File: src/rtl/mem_writer.sv
// mem_writer: write-side sequencer for the 6502 core.
// Accepts one store request (store byte, push byte, push word, push interrupt frame),
// drives the memory write port one byte per cycle, then reports the new stack pointer.
//
// Optional feature macro: MEM_WRITER_BFLAG_EN
//   defined   : pushed P byte in mode 11 has bit5 forced to 1 and bit4 = brk
//   undefined : P pushed verbatim, brk ignored
//
// Ports:
//   clk, reset_n          clock, synchronous active-low reset
//   start, mode           request strobe (sampled in IDLE only) and request kind
//   addr_in, data_in      store target / byte (modes 00, 01)
//   word_in, status_in    PC and P for push word / interrupt frame
//   brk                   break source for the interrupt frame P byte
//   sp_in                 current stack pointer
//   addr_out, data_out    memory write address/data (hold when we_mem is low)
//   we_mem                memory write enable, one cycle per byte
//   sp_out, we_sp         updated stack pointer and its load strobe
//   busy, done            request in progress / one-cycle completion pulse
module mem_writer #(
   parameter int unsigned REG_WIDTH = 8,
   parameter int unsigned ADDR_WIDTH = 16,
   parameter logic [ADDR_WIDTH-1:0] STACK_BASE = 16'h0100
) (
   input  logic                  clk,
   input  logic                  reset_n,
   input  logic                  start,
   input  logic [1:0]            mode,
   input  logic [ADDR_WIDTH-1:0] addr_in,
   input  logic [REG_WIDTH-1:0]  data_in,
   input  logic [15:0]           word_in,
   input  logic [REG_WIDTH-1:0]  status_in,
   input  logic                  brk,
   input  logic [REG_WIDTH-1:0]  sp_in,
   output logic [ADDR_WIDTH-1:0] addr_out,
   output logic [REG_WIDTH-1:0]  data_out,
   output logic                  we_mem,
   output logic [REG_WIDTH-1:0]  sp_out,
   output logic                  we_sp,
   output logic                  busy,
   output logic                  done
);

   typedef enum logic [2:0] {StIdle, StWr0, StWr1, StWr2, StDone} state_e;

   state_e state_q, state_d;

   // Latched request
   logic [1:0]            mode_q, mode_d;
   logic [ADDR_WIDTH-1:0] addr_q, addr_d;
   logic [REG_WIDTH-1:0]  data_q, data_d;
   logic [15:0]           word_q, word_d;
   logic [REG_WIDTH-1:0]  status_q, status_d;
   logic                  brk_q, brk_d;
   logic [REG_WIDTH-1:0]  sp_q, sp_d;

   // Registered outputs
   logic [ADDR_WIDTH-1:0] addr_out_q, addr_out_d;
   logic [REG_WIDTH-1:0]  data_out_q, data_out_d;
   logic                  we_mem_q, we_mem_d;
   logic [REG_WIDTH-1:0]  sp_out_q, sp_out_d;
   logic                  we_sp_q, we_sp_d;
   logic                  busy_q, busy_d;
   logic                  done_q, done_d;

   // Request view: live inputs while accepting in IDLE, latched copy afterwards, so the
   // first byte can be registered on the same edge that samples start.
   logic [1:0]            cur_mode;
   logic [ADDR_WIDTH-1:0] cur_addr;
   logic [REG_WIDTH-1:0]  cur_data;
   logic [15:0]           cur_word;
   logic [REG_WIDTH-1:0]  cur_status;
   logic                  cur_brk;
   logic [REG_WIDTH-1:0]  cur_sp;

   logic [1:0]            byte_idx;
   logic [1:0]            byte_cnt;
   logic [REG_WIDTH-1:0]  p_byte;
   logic [REG_WIDTH-1:0]  push_sp;
   logic [ADDR_WIDTH-1:0] byte_addr;
   logic [REG_WIDTH-1:0]  byte_data;

`ifdef MEM_WRITER_BFLAG_EN
   assign brk_d = (state_q == StIdle && start) ? brk : brk_q;
`else
   logic unused_brk;
   assign unused_brk = brk;
   assign brk_d      = brk_q;
`endif

   always_comb begin
      if (state_q == StIdle) begin
         cur_mode   = mode;
         cur_addr   = addr_in;
         cur_data   = data_in;
         cur_word   = word_in;
         cur_status = status_in;
         cur_brk    = brk;
         cur_sp     = sp_in;
      end else begin
         cur_mode   = mode_q;
         cur_addr   = addr_q;
         cur_data   = data_q;
         cur_word   = word_q;
         cur_status = status_q;
         cur_brk    = brk_q;
         cur_sp     = sp_q;
      end
   end

   // Index of the byte to be emitted on the coming edge.
   always_comb begin
      case (state_q)
         StWr0:   byte_idx = 2'd1;
         StWr1:   byte_idx = 2'd2;
         default: byte_idx = 2'd0;
      endcase
   end

   always_comb begin
      case (cur_mode)
         2'b10:   byte_cnt = 2'd2;
         2'b11:   byte_cnt = 2'd3;
         default: byte_cnt = 2'd1;
      endcase
   end

   always_comb begin
      p_byte = cur_status;
`ifdef MEM_WRITER_BFLAG_EN
      p_byte[5] = 1'b1;
      p_byte[4] = cur_brk;
`endif
   end

   always_comb begin
      // Stack grows down one byte per push, wrapping within the page.
      push_sp = cur_sp - REG_WIDTH'(byte_idx);
      if (cur_mode == 2'b00) begin
         byte_addr = cur_addr;
      end else begin
         byte_addr = STACK_BASE | ADDR_WIDTH'(push_sp);
      end
      case ({cur_mode, byte_idx})
         {2'b10, 2'd0}, {2'b11, 2'd0}: byte_data = REG_WIDTH'(cur_word[15:8]);
         {2'b10, 2'd1}, {2'b11, 2'd1}: byte_data = REG_WIDTH'(cur_word[7:0]);
         {2'b11, 2'd2}:                byte_data = p_byte;
         default:                      byte_data = cur_data;
      endcase
   end

   always_comb begin
      state_d    = state_q;
      mode_d     = mode_q;
      addr_d     = addr_q;
      data_d     = data_q;
      word_d     = word_q;
      status_d   = status_q;
      sp_d       = sp_q;
      addr_out_d = addr_out_q;
      data_out_d = data_out_q;
      we_mem_d   = 1'b0;
      sp_out_d   = sp_out_q;
      we_sp_d    = 1'b0;
      done_d     = 1'b0;

      case (state_q)
         StIdle: begin
            if (start) begin
               mode_d     = mode;
               addr_d     = addr_in;
               data_d     = data_in;
               word_d     = word_in;
               status_d   = status_in;
               sp_d       = sp_in;
               state_d    = StWr0;
               we_mem_d   = 1'b1;
               addr_out_d = byte_addr;
               data_out_d = byte_data;
            end
         end
         StWr0, StWr1, StWr2: begin
            if (byte_idx != 2'd0 && byte_idx < byte_cnt) begin
               state_d    = (state_q == StWr0) ? StWr1 : StWr2;
               we_mem_d   = 1'b1;
               addr_out_d = byte_addr;
               data_out_d = byte_data;
            end else begin
               state_d = StDone;
               done_d  = 1'b1;
               if (cur_mode != 2'b00) begin
                  we_sp_d  = 1'b1;
                  sp_out_d = cur_sp - REG_WIDTH'(byte_cnt);
               end
            end
         end
         StDone:  state_d = StIdle;
         default: state_d = StIdle;
      endcase

      busy_d = (state_d != StIdle);
   end

   always_ff @(posedge clk) begin
      if (!reset_n) begin
         state_q    <= StIdle;
         mode_q     <= '0;
         addr_q     <= '0;
         data_q     <= '0;
         word_q     <= '0;
         status_q   <= '0;
         brk_q      <= 1'b0;
         sp_q       <= '0;
         addr_out_q <= '0;
         data_out_q <= '0;
         we_mem_q   <= 1'b0;
         sp_out_q   <= '0;
         we_sp_q    <= 1'b0;
         busy_q     <= 1'b0;
         done_q     <= 1'b0;
      end else begin
         state_q    <= state_d;
         mode_q     <= mode_d;
         addr_q     <= addr_d;
         data_q     <= data_d;
         word_q     <= word_d;
         status_q   <= status_d;
         brk_q      <= brk_d;
         sp_q       <= sp_d;
         addr_out_q <= addr_out_d;
         data_out_q <= data_out_d;
         we_mem_q   <= we_mem_d;
         sp_out_q   <= sp_out_d;
         we_sp_q    <= we_sp_d;
         busy_q     <= busy_d;
         done_q     <= done_d;
      end
   end

   assign addr_out = addr_out_q;
   assign data_out = data_out_q;
   assign we_mem   = we_mem_q;
   assign sp_out   = sp_out_q;
   assign we_sp    = we_sp_q;
   assign busy     = busy_q;
   assign done     = done_q;

endmodule
File: config.mk
export PLATFORM = sky130hd
export DESIGN_NAME = mem_writer
export DESIGN_NICKNAME = d
export VERILOG_FILES = /design/src/rtl/mem_writer.sv
export SDC_FILE = /design/constraint.sdc
export NUM_CORES = 1
export LEC_CHECK = 0
export BUFFER_PORTS_ARGS = -buffer_cell sky130_fd_sc_hd__buf_2
export CORE_UTILIZATION = 50
export DETAILED_ROUTE_END_ITERATION = 10
export GPL_TIMING_DRIVEN = 0
export PLACE_DENSITY_LB_ADDON = 0.1
export SLEW_MARGIN = 5
export SYNTH_ARGS = -nofsm -noshare
export SYNTH_HDL_FRONTEND = slang
export SYNTH_SLANG_ARGS = --single-unit
File: constraint.sdc
create_clock -name clk -period 4.15 [get_ports clk]
set_clock_uncertainty 0.15 [all_clocks]
set_input_delay 0.2075 -clock clk [delete_from_list [all_inputs] [get_ports clk]]
set_output_delay 0.2075 -clock clk [all_outputs]
set_load 0.03 [all_outputs]
Word level (Yosys, flattened, before mapping)
Cells that the tools add are included.
{"block": "totals", "reg_bits": 97, "input_bits": 62, "output_inout_bits": 36}
{"block": "classes", "add_sub_neg": 2, "order_cmp": 1, "eq_ne": 12, "n_mux": 25, "bitwise_logic": 3, "n_reduce_logical": 15}
{"op": "$mux 16", "n": 5}
{"op": "$mux 8", "n": 5}
{"op": "$pmux 16 s2", "n": 1}
{"op": "$pmux 8 s3", "n": 1}
{"op": "$eq 4x4->1 const B", "n": 5}
{"op": "$pmux 8 s2", "n": 1}
{"op": "$sub 8x2->8", "n": 2}
{"op": "$pmux 2 s2", "n": 2}
{"op": "$eq 3x2->1 const B", "n": 2}
{"op": "$mux 3", "n": 2}
{"op": "$pmux 3 s2", "n": 1}
{"op": "$reduce_and 3->1", "n": 2}
{"op": "$reduce_bool 2->1", "n": 3}
{"op": "$reduce_or 3->1", "n": 2}
{"op": "$mux 1", "n": 5}
{"op": "$eq 2x2->1 const B", "n": 2}
{"op": "$ne 2x2->1 const B", "n": 2}
{"op": "$reduce_and 2->1", "n": 2}
{"op": "$reduce_or 2->1", "n": 2}
{"op": "$eq 3x1->1 const B", "n": 1}
{"op": "$logic_not 3->1", "n": 1}
{"op": "$not 1->1", "n": 3}
{"op": "$reduce_bool 3->1", "n": 1}
{"op": "$logic_not 2->1", "n": 1}
{"op": "4 further kinds", "n": 4}

Depth between registers and ports, before layout
{"block": "logic_depth", "ltp_word": 9, "ltp_mapped": 14, "ltp_nobuf": 10}

Worst setup path after synthesis
No wires, ideal clock.
{"block": "synth_path", "path_kind": "register to register", "startpoint": "register state_q[1]", "endpoint": "register addr_out_q[2], in the netlist addr_out[2]", "setup_ps": 132, "arrival_ps": 2770, "required_time_ps": 3868, "slack_ps": 1098, "path_stages_with_launch": 14, "n_path_buf": 3, "cell_sequence": "dfxtp_1 > nor3_2 > buf_4 > buf_4 > buf_4 > mux2i_1 > ha_1 > inv_1 > fa_1 > inv_1 > a21oi_1 > a211o_1 > o2111ai_1 > a21oi_1"}
{"block": "synth_between", "elab_chain_cells": 8, "word_cells_on_any_way": 25}
{"element": "start: declaration", "line": "46", "source": "state_e state_q, state_d;"}
{"element": "start signal: assignment", "line": "206", "source": "state_q <= StIdle;"}
{"element": "start signal: assignment", "line": "222", "source": "state_q <= state_d;"}
{"element": "branches (longest 8 deep; another with $sub 8x2->8)"}
{"element": "end signal: assignment", "line": "230", "source": "addr_out_q <= addr_out_d;"}
{"element": "end: declaration", "line": "58", "source": "logic [ADDR_WIDTH-1:0] addr_out_q, addr_out_d;"}
Several ways; the timed one is not identified. The select of a mux whose other input is x is not followed.
A chain may end at the register's enable or synchronous reset.

Worst setup path after layout
{"block": "layout_path", "startpoint": "register state_q[2]", "endpoint": "register sp_out_q[7], in the netlist sp_out[7]"}
{"block": "layout_between", "elab_chain_cells": 8, "word_cells_on_any_way": 18}
{"element": "branches (longest 8 deep; another with $sub 8x2->8)"}
{"element": "end signal: assignment", "line": "233", "source": "sp_out_q <= sp_out_d;"}
{"element": "end: declaration", "line": "61", "source": "logic [REG_WIDTH-1:0] sp_out_q, sp_out_d;"}
Several ways; the timed one is not identified.

==> impl_metrics.yaml <==
status:
  status: "finished with violations"
  violations: "DRC"
flow_run:
  drv_cap: 0
yosys:
  synthAdderAreaFrac_pct: 2.20
  synthXorXnorAreaFrac_pct: 1.88
  async_flop_share_pct: 0
  ys.flop_type: "dfxtp_1"
  synth-edff-count: 0
  yosysSeqAreaShare_pct: 41.7
  synth_fp_nets: 678
  synthCells: 609
  synth_warnings: 0
  ys_ff_latch: 97
  synth_compound_area_share_pct: 20.2
  syn_area_mm2: 0.00466
  avgSynthCellArea_um2: 7.65
  synth_top_family_by_area: "simple AND/OR/NAND/NOR gates"
  synth-simple-area-share_pct: 25.8
  synthMuxAreaShare_pct: 2.58
  synth_cell_types: 58
clock_network:
  cts_buffers: 9
  clock-sinks: 97
  clockBufferDepth: 2
  clk_latency_ns: 0.36
  cts_tree: "done"
  clk_pin_slew_ns: 0.10
  ctsHtreeMaxLevel: 3
  cts_root_buf: "clkbuf_8"
global_route:
  antenna_found_initial: 0
  grt_pass1_vias: 4846
  grt_usage_pct: 31.9
  grt_pass1_wl_um: 23900
  grt.overflow.total: 0
  grt_start_max_net_pins: 17
finish:
  post-route-util_pct: 67.9
  diodes: 0
  nets: 842
  drive_above_1_share_pct: 18.4
  multi_input_area_mm2: 0.00246
  nFillCells: 784
  seq_area_mm2: 0.00194
  instances_no_fill: 886
  area_growth_pct: 29.6
drt:
  wl_um: 15100
  drc_errors: 4
  postRouteAntennaNets: 0
  met2WireLength_um: 7430
  routedWlPerCell_um: 17.0
  dr_wl_met3_um: 1050
  drtPass1Iterations: 10
  top_layer: "met4"
  drtIter0Drc: 451
  vias: 5057
  wl_met1_um: 6050
  via_per_inst: 5.71
pwr:
  leakage_nw: 2.49
  ir_worst_vdd_v: 0.000214
  p_per_area_mw_per_mm2: 365
  p_total_mw: 2.21
place:
  place_congestion: 0.916
  place_inst: 812
  portBuffers: 95
  dpl.hpwl_um: 10300
  pre_cts_ws_ns: 0.288
timing:
  finalSetupViolCount: 0
  fin_crit_sh_pct: 88.9
  finalHoldViolations: 0
  max_freq_mhz: 271
  worst-slew-pin-transition_ns: 0.698
  max_slew_margin_pct: 53.3
  period_minus_slack_ns: 3.69
  rsz0062_at_grt: "false"
  finalSetupTns_ns: 0
  worst_slack_ns: 0.459
  maxSlewViolCount: 0
hold_path:
  min_path_cells: 4
  whs_endpoint: "busy"
  hp-class: "in -> reg"
  hp-start: "reset_n"
critical_path:
  cp.arrival_ns: 3.84
  path_class: "reg -> reg"
  reg2reg_depth: 14
  required_ns: 4.29
  end_kind: "flip-flop"
  timing.rr.end: "sp_out[7]"
  cp_max_fo: 10
  cp-start-kind: "flip-flop"
  r2r_start: "state_q[2]"
  rrSetupSlack_ns: 0.46
die:
  dieArea_mm2: 0.00971
  initial_utilization_pct: 52.4
  num_rows: 34
  die_width_um: 98.5
  core_area_mm2: 0.00889
  die_h_um: 98.5
  ios: 98
-- worst max path at each step --
stage | slack [ns] | start | endpoint
2_1_floorplan | 1.10 | state_q[1] | addr_out[2]
3_3_place_gp | 0.24 | state_q[1] | data_out[5]
3_5_place_dp | 0.29 | state_q[1] | data_out[7]
4_1_cts | 0.26 | state_q[1] | data_out[7]
5_1_grt | 0.09 | state_q[2] | data_out[5]
6_report | 0.46 | state_q[2] | sp_out[7]
-- report_power, final --
group	internal, mW	switching (mW)
Combinational	0.220	0.365
Clock	0.238	0.345
Sequential	0.999	0.0391
-- synth_stat cells, drive strengths merged, types with 2 or more instances --
cell / count / area, um2
a311oi: 7 / 61.3
clkbuf: 28 / 105
a211oi: 4 / 30.0
dfxtp: 97 / 1940
inv: 8 / 30.0
nor4: 4 / 25.0
nand3: 39 / 195
nor3b: 4 / 30.0
a21oi: 86 / 430
a22oi: 5 / 37.5
o311ai: 6 / 52.6
nand4: 4 / 25.0
o211ai: 3 / 22.5
o31a: 2 / 17.5
a211o: 2 / 17.5
a2111oi: 3 / 57.6
nor2b: 3 / 18.8
nand2b: 2 / 12.5
a41oi: 2 / 25.0
buf: 22 / 129
mux2: 5 / 60.1
a21o: 2 / 16.3
nor3: 5 / 30.0
ha: 5 / 62.6
a32o: 5 / 50.1
and2: 3 / 18.8
xnor2: 9 / 78.8
nand2: 181 / 679
a31oi: 2 / 12.5
fa: 2 / 40.0
a22o: 2 / 17.5
nor2: 28 / 105
o21ai: 7 / 35.0
o22ai: 4 / 31.3
mux2i: 6 / 60.1
-- critical path, cell delays in order (launching register included) --
cell       delay, ns
dfxtp_1         0.45
buf_6           0.18
or3_1           0.12
buf_6           0.14
clkbuf_1        0.39
buf_2           0.35
nand2_1         0.08
nand2_1         0.14
inv_1           0.08
ha_1            0.32
o22ai_2         0.14
a2111oi_2       0.52
buf_4           0.25
nand2_1         0.11
o22ai_1         0.20
-- cells in the final DEF, fill, tap and decap left out, drive strengths merged, types with 5 or more instances in the layout --
cell	instances
nand3	39
a21oi	86
mux2	5
a22oi	5
clkbuf	39
o21ai	7
dfxtp	97
inv	9
xnor2	9
mux2i	6
buf	117
nor3	5
nand2	181
nor2	28
a311oi	7
ha	5
o311ai	6
a32o	5
dlygate4sd3	58
-- routing by layer --
layer  vias to the layer above  global-route usage, %
met5                         -                      0
met4                         0                   15.8
met3                        41                   4.82
met2                       246                   54.9
met1                      2345                   39.0
li1                       2425                      -
-- logic make-up after synthesis --
| kind of cell | after synthesis |
|---|---|
| flops | 97 |
| simple gates | 281 |
| mux | 11 |
| buf+inv | 58 |
| compound gates | 145 |
| fa+ha+maj | 7 |
| xor+xnor | 10 |
-- per-stage QoR --
step	area [um2]	hold WS, ns
finish	6040	0.102
global route	6040	0.150
CTS	6030	0.102
detailed placement	5270	0.296
global placement	5270	0.288
floorplan	4660	0.175
-- area by class of cell --
class                           instances  area share, %
Clock inverter                          5          0.642
Multi-Input combinational cell        454           40.7
Tap cell                              108           2.24
Sequential cell                        97           32.2
Clock buffer                           11           2.34
Buffer                                 50           3.89
Timing Repair Buffer                  153           17.5
Inverter                                8          0.497
-- what timing repair did --
action | CTS | global route
buffers inserted | 0 | 0
endpoints found under the setup margin | 0 | 8
endpoints found under the hold margin | 65 | 0
gates resized for setup | 0 | 3
hold buffers | 58 | 0
-- state kept, by name (all words and copies together) (netlist names), 2 cells and up --
name / count
state_q: 3
sp_q: 8
mode_q: 2
addr_q: 16
sp_out: 8
addr_out: 16
data_q: 8
word_q: 16
status_q: 8
data_out: 8
No activity file was read; power rests on OpenSTA's default activity.
